[config.mk]
export PLATFORM = sky130hd
export DESIGN_NAME = traffic_light_timed_fsm
export DESIGN_NICKNAME = d
export VERILOG_FILES = /design/src/rtl/traffic_light_pkg.sv /design/src/rtl/traffic_light_timed_fsm_phase_timer.sv /design/src/rtl/traffic_light_timed_fsm.sv
export SDC_FILE = /design/constraint.sdc
export NUM_CORES = 1
export LEC_CHECK = 0
export ABC_AREA = 1
export CORE_MARGIN = 2
export CORE_UTILIZATION = 51
export DETAILED_ROUTE_END_ITERATION = 16
export HOLD_SLACK_MARGIN = 0.02
export PLACE_DENSITY_LB_ADDON = 0.3
export SYNTH_ARGS = -nofsm -noshare
export SYNTH_HDL_FRONTEND = slang
export SYNTH_SLANG_ARGS = --single-unit
export TNS_END_PERCENT = 30
[constraint.sdc]
create_clock -name clk -period 1.75 [get_ports clk]
set_clock_uncertainty 0.1 [all_clocks]
set_input_delay 0.175 -clock clk [delete_from_list [all_inputs] [get_ports clk]]
set_output_delay 0.175 -clock clk [all_outputs]
set_load 0.01 [all_outputs]
[src/rtl/traffic_light_pkg.sv]
// Shared state enumeration, lamp encodings and parameter range helper
// for the timed traffic-light controller.
package traffic_light_pkg;

    typedef enum logic [2:0] {
        ST_RED       = 3'd0,
        ST_RED_AMBER = 3'd1,
        ST_GREEN     = 3'd2,
        ST_AMBER     = 3'd3,
        ST_FLASH     = 3'd4
    } state_t;

    // Lamp drive bit order is {red, amber, green}.
    localparam logic [2:0] LAMP_RED       = 3'b100;
    localparam logic [2:0] LAMP_RED_AMBER = 3'b110;
    localparam logic [2:0] LAMP_GREEN     = 3'b001;
    localparam logic [2:0] LAMP_AMBER     = 3'b010;
    localparam logic [2:0] LAMP_OFF       = 3'b000;

    function automatic bit phase_len_ok(input int len, input int cnt_w);
        return (len >= 1) && (longint'(len) <= (longint'(1) << cnt_w));
    endfunction

endpackage

[src/rtl/traffic_light_timed_fsm_phase_timer.sv]
// Loadable down-counter with zero flag; used for phase timing and flash timing.
module phase_timer #(
    parameter int               CNT_W   = 8,
    parameter logic [CNT_W-1:0] RST_VAL = '0
) (
    input  logic             clk,
    input  logic             rst,
    input  logic             load,
    input  logic [CNT_W-1:0] load_val,
    input  logic             dec,
    output logic [CNT_W-1:0] count,
    output logic             zero
);

    // NOTE: sequential state uses non-blocking assignments so every register
    // samples pre-edge values regardless of process ordering.
    always_ff @(posedge clk) begin
        if (rst) begin
            count <= RST_VAL;
        end else if (load) begin
            count <= load_val;
        end else if (dec && !zero) begin
            count <= count - CNT_W'(1);
        end
    end

    assign zero = (count == '0);

endmodule

[src/rtl/traffic_light_timed_fsm.sv]
// Timed traffic-light controller: RED/RED_AMBER/GREEN/AMBER cycle with
// pedestrian early-exit from GREEN and a fault-driven amber flash mode.
module traffic_light_timed_fsm
    import traffic_light_pkg::*;
#(
    parameter int RED_CYCLES       = 8,
    parameter int RED_AMBER_CYCLES = 2,
    parameter int GREEN_CYCLES     = 10,
    parameter int AMBER_CYCLES     = 3,
    parameter int MIN_GREEN_CYCLES = 4,
    parameter int FLASH_CYCLES     = 4,
    parameter int CNT_W            = 8
) (
    input  logic       clk,
    input  logic       rst,
    input  logic       en,
    input  logic       ped_req,
    input  logic       fault,
    output logic [2:0] light,
    output logic       ped_walk,
    output logic       ped_pending
);

    if (!phase_len_ok(RED_CYCLES, CNT_W)) begin : g_bad_red
        $error("RED_CYCLES must be in 1..2**CNT_W");
    end
    if (!phase_len_ok(RED_AMBER_CYCLES, CNT_W)) begin : g_bad_red_amber
        $error("RED_AMBER_CYCLES must be in 1..2**CNT_W");
    end
    if (!phase_len_ok(GREEN_CYCLES, CNT_W)) begin : g_bad_green
        $error("GREEN_CYCLES must be in 1..2**CNT_W");
    end
    if (!phase_len_ok(AMBER_CYCLES, CNT_W)) begin : g_bad_amber
        $error("AMBER_CYCLES must be in 1..2**CNT_W");
    end
    if (!phase_len_ok(FLASH_CYCLES, CNT_W)) begin : g_bad_flash
        $error("FLASH_CYCLES must be in 1..2**CNT_W");
    end

    localparam int MIN_GREEN_EFF = (MIN_GREEN_CYCLES > GREEN_CYCLES) ? GREEN_CYCLES :
                                   (MIN_GREEN_CYCLES < 1) ? 1 : MIN_GREEN_CYCLES;
    // GREEN counter value at which MIN_GREEN_EFF cycles have been served.
    localparam logic [CNT_W-1:0] GREEN_EXIT_MAX = CNT_W'(GREEN_CYCLES - MIN_GREEN_EFF);

    function automatic logic [CNT_W-1:0] phase_len_m1(input state_t s);
        case (s)
            ST_RED:       return CNT_W'(RED_CYCLES - 1);
            ST_RED_AMBER: return CNT_W'(RED_AMBER_CYCLES - 1);
            ST_GREEN:     return CNT_W'(GREEN_CYCLES - 1);
            ST_AMBER:     return CNT_W'(AMBER_CYCLES - 1);
            default:      return '0;
        endcase
    endfunction

    state_t           state_q, state_d;
    logic [CNT_W-1:0] phase_cnt;
    logic             phase_zero, phase_load, phase_dec;
    logic [CNT_W-1:0] flash_cnt_unused;
    logic             flash_zero, flash_load, flash_dec;
    logic             flash_on_q, ped_pending_q, walk_q;
    logic             entering_red;

    always_ff @(posedge clk) begin
        if (rst) state_q <= ST_RED;
        else     state_q <= state_d;
    end

    // NOTE: defaulting state_d before the case keeps this block free of latches.
    always_comb begin
        state_d = state_q;
        if (fault) begin
            state_d = ST_FLASH;
        end else begin
            case (state_q)
                ST_RED:       if (en && phase_zero) state_d = ST_RED_AMBER;
                ST_RED_AMBER: if (en && phase_zero) state_d = ST_GREEN;
                ST_GREEN:     if (en && (phase_zero || (ped_pending_q && phase_cnt <= GREEN_EXIT_MAX)))
                                  state_d = ST_AMBER;
                ST_AMBER:     if (en && phase_zero) state_d = ST_RED;
                ST_FLASH:     state_d = ST_RED;
                default:      state_d = ST_RED;
            endcase
        end
    end

    always_comb begin
        case (state_q)
            ST_RED:       light = LAMP_RED;
            ST_RED_AMBER: light = LAMP_RED_AMBER;
            ST_GREEN:     light = LAMP_GREEN;
            ST_AMBER:     light = LAMP_AMBER;
            ST_FLASH:     light = flash_on_q ? LAMP_AMBER : LAMP_OFF;
            default:      light = LAMP_RED;
        endcase
    end

    assign entering_red = (state_d == ST_RED) && (state_q != ST_RED);
    assign phase_load   = (state_d != state_q);
    assign phase_dec    = en && (state_q != ST_FLASH);
    assign flash_load   = (state_d == ST_FLASH) && ((state_q != ST_FLASH) || flash_zero);
    assign flash_dec    = (state_d == ST_FLASH) && (state_q == ST_FLASH);

    phase_timer #(.CNT_W(CNT_W), .RST_VAL(CNT_W'(RED_CYCLES - 1))) u_phase_timer (
        .clk      (clk),
        .rst      (rst),
        .load     (phase_load),
        .load_val (phase_len_m1(state_d)),
        .dec      (phase_dec),
        .count    (phase_cnt),
        .zero     (phase_zero)
    );

    phase_timer #(.CNT_W(CNT_W), .RST_VAL('0)) u_flash_timer (
        .clk      (clk),
        .rst      (rst),
        .load     (flash_load),
        .load_val (CNT_W'(FLASH_CYCLES - 1)),
        .dec      (flash_dec),
        .count    (flash_cnt_unused),
        .zero     (flash_zero)
    );

    // A request on the RED-entry edge wins over the clear, so it is served next GREEN.
    always_ff @(posedge clk) begin
        if (rst) begin
            ped_pending_q <= 1'b0;
            walk_q        <= 1'b0;
            flash_on_q    <= 1'b0;
        end else begin
            if (ped_req)           ped_pending_q <= 1'b1;
            else if (entering_red) ped_pending_q <= 1'b0;

            if (entering_red)           walk_q <= ped_pending_q;
            else if (state_d != ST_RED) walk_q <= 1'b0;

            if (state_d == ST_FLASH) begin
                if (state_q != ST_FLASH) flash_on_q <= 1'b1;
                else if (flash_zero)     flash_on_q <= ~flash_on_q;
            end
        end
    end

    assign ped_walk    = walk_q;
    assign ped_pending = ped_pending_q;

endmodule

Word-level counts from Yosys, hierarchy flattened

Index checks and enable logic that the tools add are counted.

Add/sub/neg operators: 2
Order comparisons: 1
Equality and inequality tests: 10
Mux-type cells: 19
Bitwise operators: 1
Reductions and logical operators: 26

Operator list:

| cell                                                | count |
|---|---|
| case mux 3 bit (4 select lines)                     | 2 |
| logical NOT 8 bit                                   | 2 |
| 2-to-1 mux 8 bit                                    | 2 |
| case mux 4 bit (4 select lines)                     | 1 |
| subtractor 8 x 1 -> 8 bit, second input constant    | 2 |
| 2-to-1 mux 3 bit                                    | 5 |
| equality test 3 x 2 -> 1 bit, second input constant | 4 |
| nonzero test 2 bit                                  | 5 |
| logical AND 1 bit                                   | 9 |
| <= comparator 8 x 3 -> 1 bit, second input constant | 1 |
| equality test 3 x 1 -> 1 bit, second input constant | 2 |
| equality test 3 bit, second input constant          | 2 |
| logical NOT 3 bit                                   | 2 |
| 2-to-1 mux 1 bit                                    | 6 |
| 2-to-1 mux 2 bit                                    | 3 |
| nonzero test 3 bit                                  | 2 |
| != test 3 bit                                       | 1 |
| != test 3 bit, second input constant                | 1 |
| logical NOT 1 bit                                   | 2 |
| logical OR 1 bit                                    | 2 |
| AND reduction 2 bit                                 | 1 |
| OR reduction 2 bit                                  | 1 |
| NOT 1 bit                                           | 1 |

Flip-flop bits (word level): 22
Logic and storage cells: 66

Depth between registers and ports, before layout

Word-level depth: 12
Mapped depth: 15

Cells and area by module

A second synthesis with hierarchy kept.

Cell total of the unflattened synthesis: 273
Area total of the unflattened synthesis: 1617.8 sq um

By module, submodules not included:

| module                      | times used | cells each | area each (sq um) |
|---|---|---|---|
| phase_timer (u_phase_timer) | 1          | 100        | 613.1 |
| phase_timer (u_flash_timer) | 1          | 104        | 600.6 |
| traffic_light_timed_fsm     | 1          | 69         | 404.1 |

Worst setup path before layout

Ideal clock, no wire load.

Path type: register to register
From: register u_phase_timer.count[0]
To: register u_phase_timer.count[1]
Data arrival time: 1.478 ns
Data required time: 1.536 ns
Path slack: 0.058 ns
Stages on the path, launching flop included: 14
Clock period less this slack: 1.692 ns
Cells stage by stage: dfxtp_1 -> inv_1 -> ha_1 -> nand2_1 -> nor2_2 -> nand3_2 -> nand3_2 -> nand2_2 -> nand2_2 -> nand2_2 -> nand4_1 -> nor2_1 -> nor2_1 -> nand2_1

Longest elaborated chain between the ends: 10
Elaborated cells on any way between the ends: 24

RTL lines:

| item                                                 | RTL line                                  | RTL |
|---|---|---|
| from (decl)                                          | traffic_light_timed_fsm_phase_timer.sv:11 | `output logic [CNT_W-1:0] count,` |
| from (signal assigned)                               | traffic_light_timed_fsm_phase_timer.sv:21 | `count <= load_val;` |
| from (signal assigned)                               | traffic_light_timed_fsm_phase_timer.sv:23 | `count <= count - CNT_W'(1);` |
| <= comparator 8 x 3 -> 1 bit                         | traffic_light_timed_fsm.sv:77             | `ST_GREEN: if (en && (phase_zero \|\| (ped_pending_q && phase_cnt <= GREEN_EXIT_MAX)))` |
| logical AND 1 bit                                    | traffic_light_timed_fsm.sv:77             |  |
| logical OR 1 bit                                     | traffic_light_timed_fsm.sv:77             |  |
| logical AND 1 bit                                    | traffic_light_timed_fsm.sv:77             |  |
| 2-to-1 mux 3 bit                                     | traffic_light_timed_fsm.sv:77             |  |
| case mux 3 bit (4 select lines)                      | traffic_light_timed_fsm.sv:74             | `case (state_q)` |
| 2-to-1 mux 3 bit                                     | traffic_light_timed_fsm.sv:71             | `if (fault) begin` |
| equality test 3 x 2 -> 1 bit (tied with other cells) | traffic_light_timed_fsm.sv:46             | `case (s)` |
| case mux 4 bit (4 select lines)                      | traffic_light_timed_fsm.sv:46             |  |
| 2-to-1 mux 8 bit                                     | traffic_light_timed_fsm_phase_timer.sv:20 | `end else if (load) begin` |

Several ways; a longest one is shown, not always the timed one. The select of a mux whose other input is x is not followed.
A chain may end at the register's enable or synchronous reset.

Worst setup path in the final report

From: register u_phase_timer.count[1]
To: register u_phase_timer.count[2]

The elaborated chain is that of the path after synthesis.

==> metrics <==
type of element launching the critical path flop; P_leak 0.804 nW; crit share post-route 110%; layout cells sized above 1 31.4%; worst setup slack after layout -179 ps; non-filler instance count after layout 259; maximum buffer depth of the clock tree 2; Reg clk slew, reported paths 150 ps; CP cell instances inv_2 > ha_4 > nand2_2 > nor2_4 > nand3_4 > nand3_4 > nand2_4 > nand2_8 > nand2_4 > nand4_1 > nor2_1 > nor2_1 > nand2_1; GRT Overall Usage 22.0%; worst IR drop on VDD 0.463 mV; portion of synthesized cell area occupied by the leading cell type 32.8%; initial core utilization 54.2%; Placed Area 0.00155 mm2; worst hold path type in -> reg; Slew @ Worst Pin 347 ps; synthesized instance count 197; highest-delay cell along the critical path dfxtp_2; clock latency on the worst-skew pair 340 ps; commonest cells in the synthesized netlist 33 x inv_1, 33 x nor2_1, 29 x nand2_1; clock net sink count 22; RePlAce Congestion 0.870; Detail Placement HPWL 2510 um; final global-route overflow total 0; time the final worst path needs with I/O delays and setup 1930 ps; cell taking the most area after synthesis dfxtp_1; flop-to-flop setup slack -180 ps; number of global-route vias before repair 1,296; count of nets left with antenna violations after detail routing 0; total power 1.20 mW; initial antenna violation count 0; area of the die 0.00306 mm2; cell area after layout 0.00183 mm2; count of TritonRoute iterations in the first routing pass 4; Post-synth EDFFs 0; violated checks setup timing; Initial DRC Count 51; normalized max-slew margin 76.7%; Placement Setup Slack -150 ps; CP required 1900 ps; # nets final 240; post-synth net total 207; CP arrival 2080 ps; antenna fix cells 0; run status finished, violations left; critical path capture point type flop; unique cell type count in the Yosys netlist 28; biggest cell delay along the critical path 370 ps; TritonCTS buffer count 3; Fill cells 202; Synth Flop Type dfxtp_1; core region area 0.00248 mm2; placed instance count 246; critical path peak fanout 4; power density relative to cell area 656 mW/mm2; maximum number of pins on one net before global-route repair 14; Setup Viol. Count Final 9; Port Buffers 9; cell types occupying the most area after synthesis dfxtp_1 33%, inv_1 9.2%, nor2_1 9.2%; unrepaired setup endpoints after global routing true; Avg Synthesized Cell Area 6.81 um2; Die W 55.3 um; die height 55.3 um; final count of pins violating max slew 0; DRT Wirelength 3760 um; number of DRC violations after detailed routing 0; upper clock frequency limit 0.518 GHz; clock tree from TritonCTS done; wire length per cell after detailed routing 14.5 um; Vias per Instance 5.43; htree depth 1; number of warning messages in the yosys log 0; routed vias 1,407; Post-synth ARST share 0%; # rows 18; wire length of the first global-routing pass 5470 um; max capacitance violation total 0; top-level port count 10; number of storage elements in the synthesis netlist 22; post-synthesis instance area 0.00134 mm2; Area growth, synth to finish 36.1%; sequential element share of the synthesized area 32.8%; Final Hold Violating Endpoints 0; clock root cell clkbuf_4; kind of critical path reg -> reg
==> placed cells by master, fill, tap and decap left out, types with 4 or more instances in the layout <==
master	netlist	layout
a21oi_1	5	4
buf_4	0	20
clkdlybuf4s50_1	0	6
dfxtp_1	22	15
dfxtp_2	0	7
ha_1	5	4
inv_1	33	29
inv_2	5	8
nand2_1	29	26
nand2_2	5	5
nand3_1	13	12
nand3_4	1	6
nand4_1	6	6
nor2_1	33	28
nor2_2	2	5
nor3_1	7	5
o21ai_0	6	5
xor2_1	6	6
==> per-stage QoR <==
stage / TNS (ps) / hold WS, ps / util, %
after CTS: -751 / 287 / 65.9
after detailed placement: -955 / 359 / 62.5
after global placement: -427 / 348 / 62.5
final: -793 / 277 / 73.7
after global routing: -1850 / 323 / 73.7
after floorplan: 0 / 154 / -
==> worst max-delay path: cells and delay by family, from the launching register on <==
kind | cells | cell delay, ps
AND/OR/NAND/NOR | 11 | 1150
flip-flops | 1 | 370
buffers and inverters | 1 | 80
adder cells (fa/ha/maj) | 1 | 140
==> path summary, 6_finish.rpt <==
path,depth (start not counted),end,from
worst max-delay path,13,u_phase_timer.count[2]$_SDFFE_PP1P_,u_phase_timer.count[1]$_SDFFE_PP1P_
worst min-delay path,3,ped_pending$_SDFFE_PP0P_,ped_req
worst min register to register,1,flash_on_q$_SDFFE_PP0P_,flash_on_q$_SDFFE_PP0P_
worst max register to register,13,u_phase_timer.count[2]$_SDFFE_PP1P_,u_phase_timer.count[1]$_SDFFE_PP1P_
==> routing by layer <==
metal	track usage, %	share of wire [%]	up-vias
li1	-	-	696
met1	26.4	41	653
met2	38.6	52	47
met3	3.28	5.2	11
met4	9.41	2.4	0
met5	0	0	-
==> logic make-up (layout without fill, tap and decap cells) <==
kind of cell / count (synthesis) / count (layout) / share of synthesized area [%]
adders and majority gates: 5 / 5 / 4.66
AOI/OAI and AO/OA: 20 / 20 / 9.04
and+or+nand+nor: 104 / 104 / 37.9
xor gates and xnor gates: 7 / 7 / 4.57
DFF: 22 / 22 / 32.8
buffers and inverters: 39 / 71 / 11.0
==> report_power, final <==
group	internal [mW]	leakage (nW)	total (mW)	switching, mW
sequential	0.522	0.182	0.542	0.0200
clock	0.232	0.0279	0.417	0.186
combinational	0.101	0.594	0.238	0.137
==> cell type report <==
class	instances	area, um2	area share, %
clock buffers	3	22.5	1.23
clock inverters	1	30.0	1.64
inverters	38	145	7.95
multi-input cells	136	910	49.8
flip-flops and latches	22	449	24.6
well taps	30	37.5	2.05
repair buffers	29	233	12.7
==> timing repair <==
action / CTS / global route
buffers inserted: 1 / 8
gates resized for setup: 13 / 35
pin swaps: 3 / 15
setup endpoints to repair: 13 / 18
hold buffers: 0 / 0
==> state kept, by name, summed over array words and instances, names as in the netlist <==
| register | flops |
|---|---|
| ped_pending | 1 |
| flash_on_q | 1 |
| u_flash_timer.count | 8 |
| ped_walk | 1 |
| state_q | 3 |
| u_phase_timer.count | 8 |
Note: power is estimated with default switching activity, not from simulation.
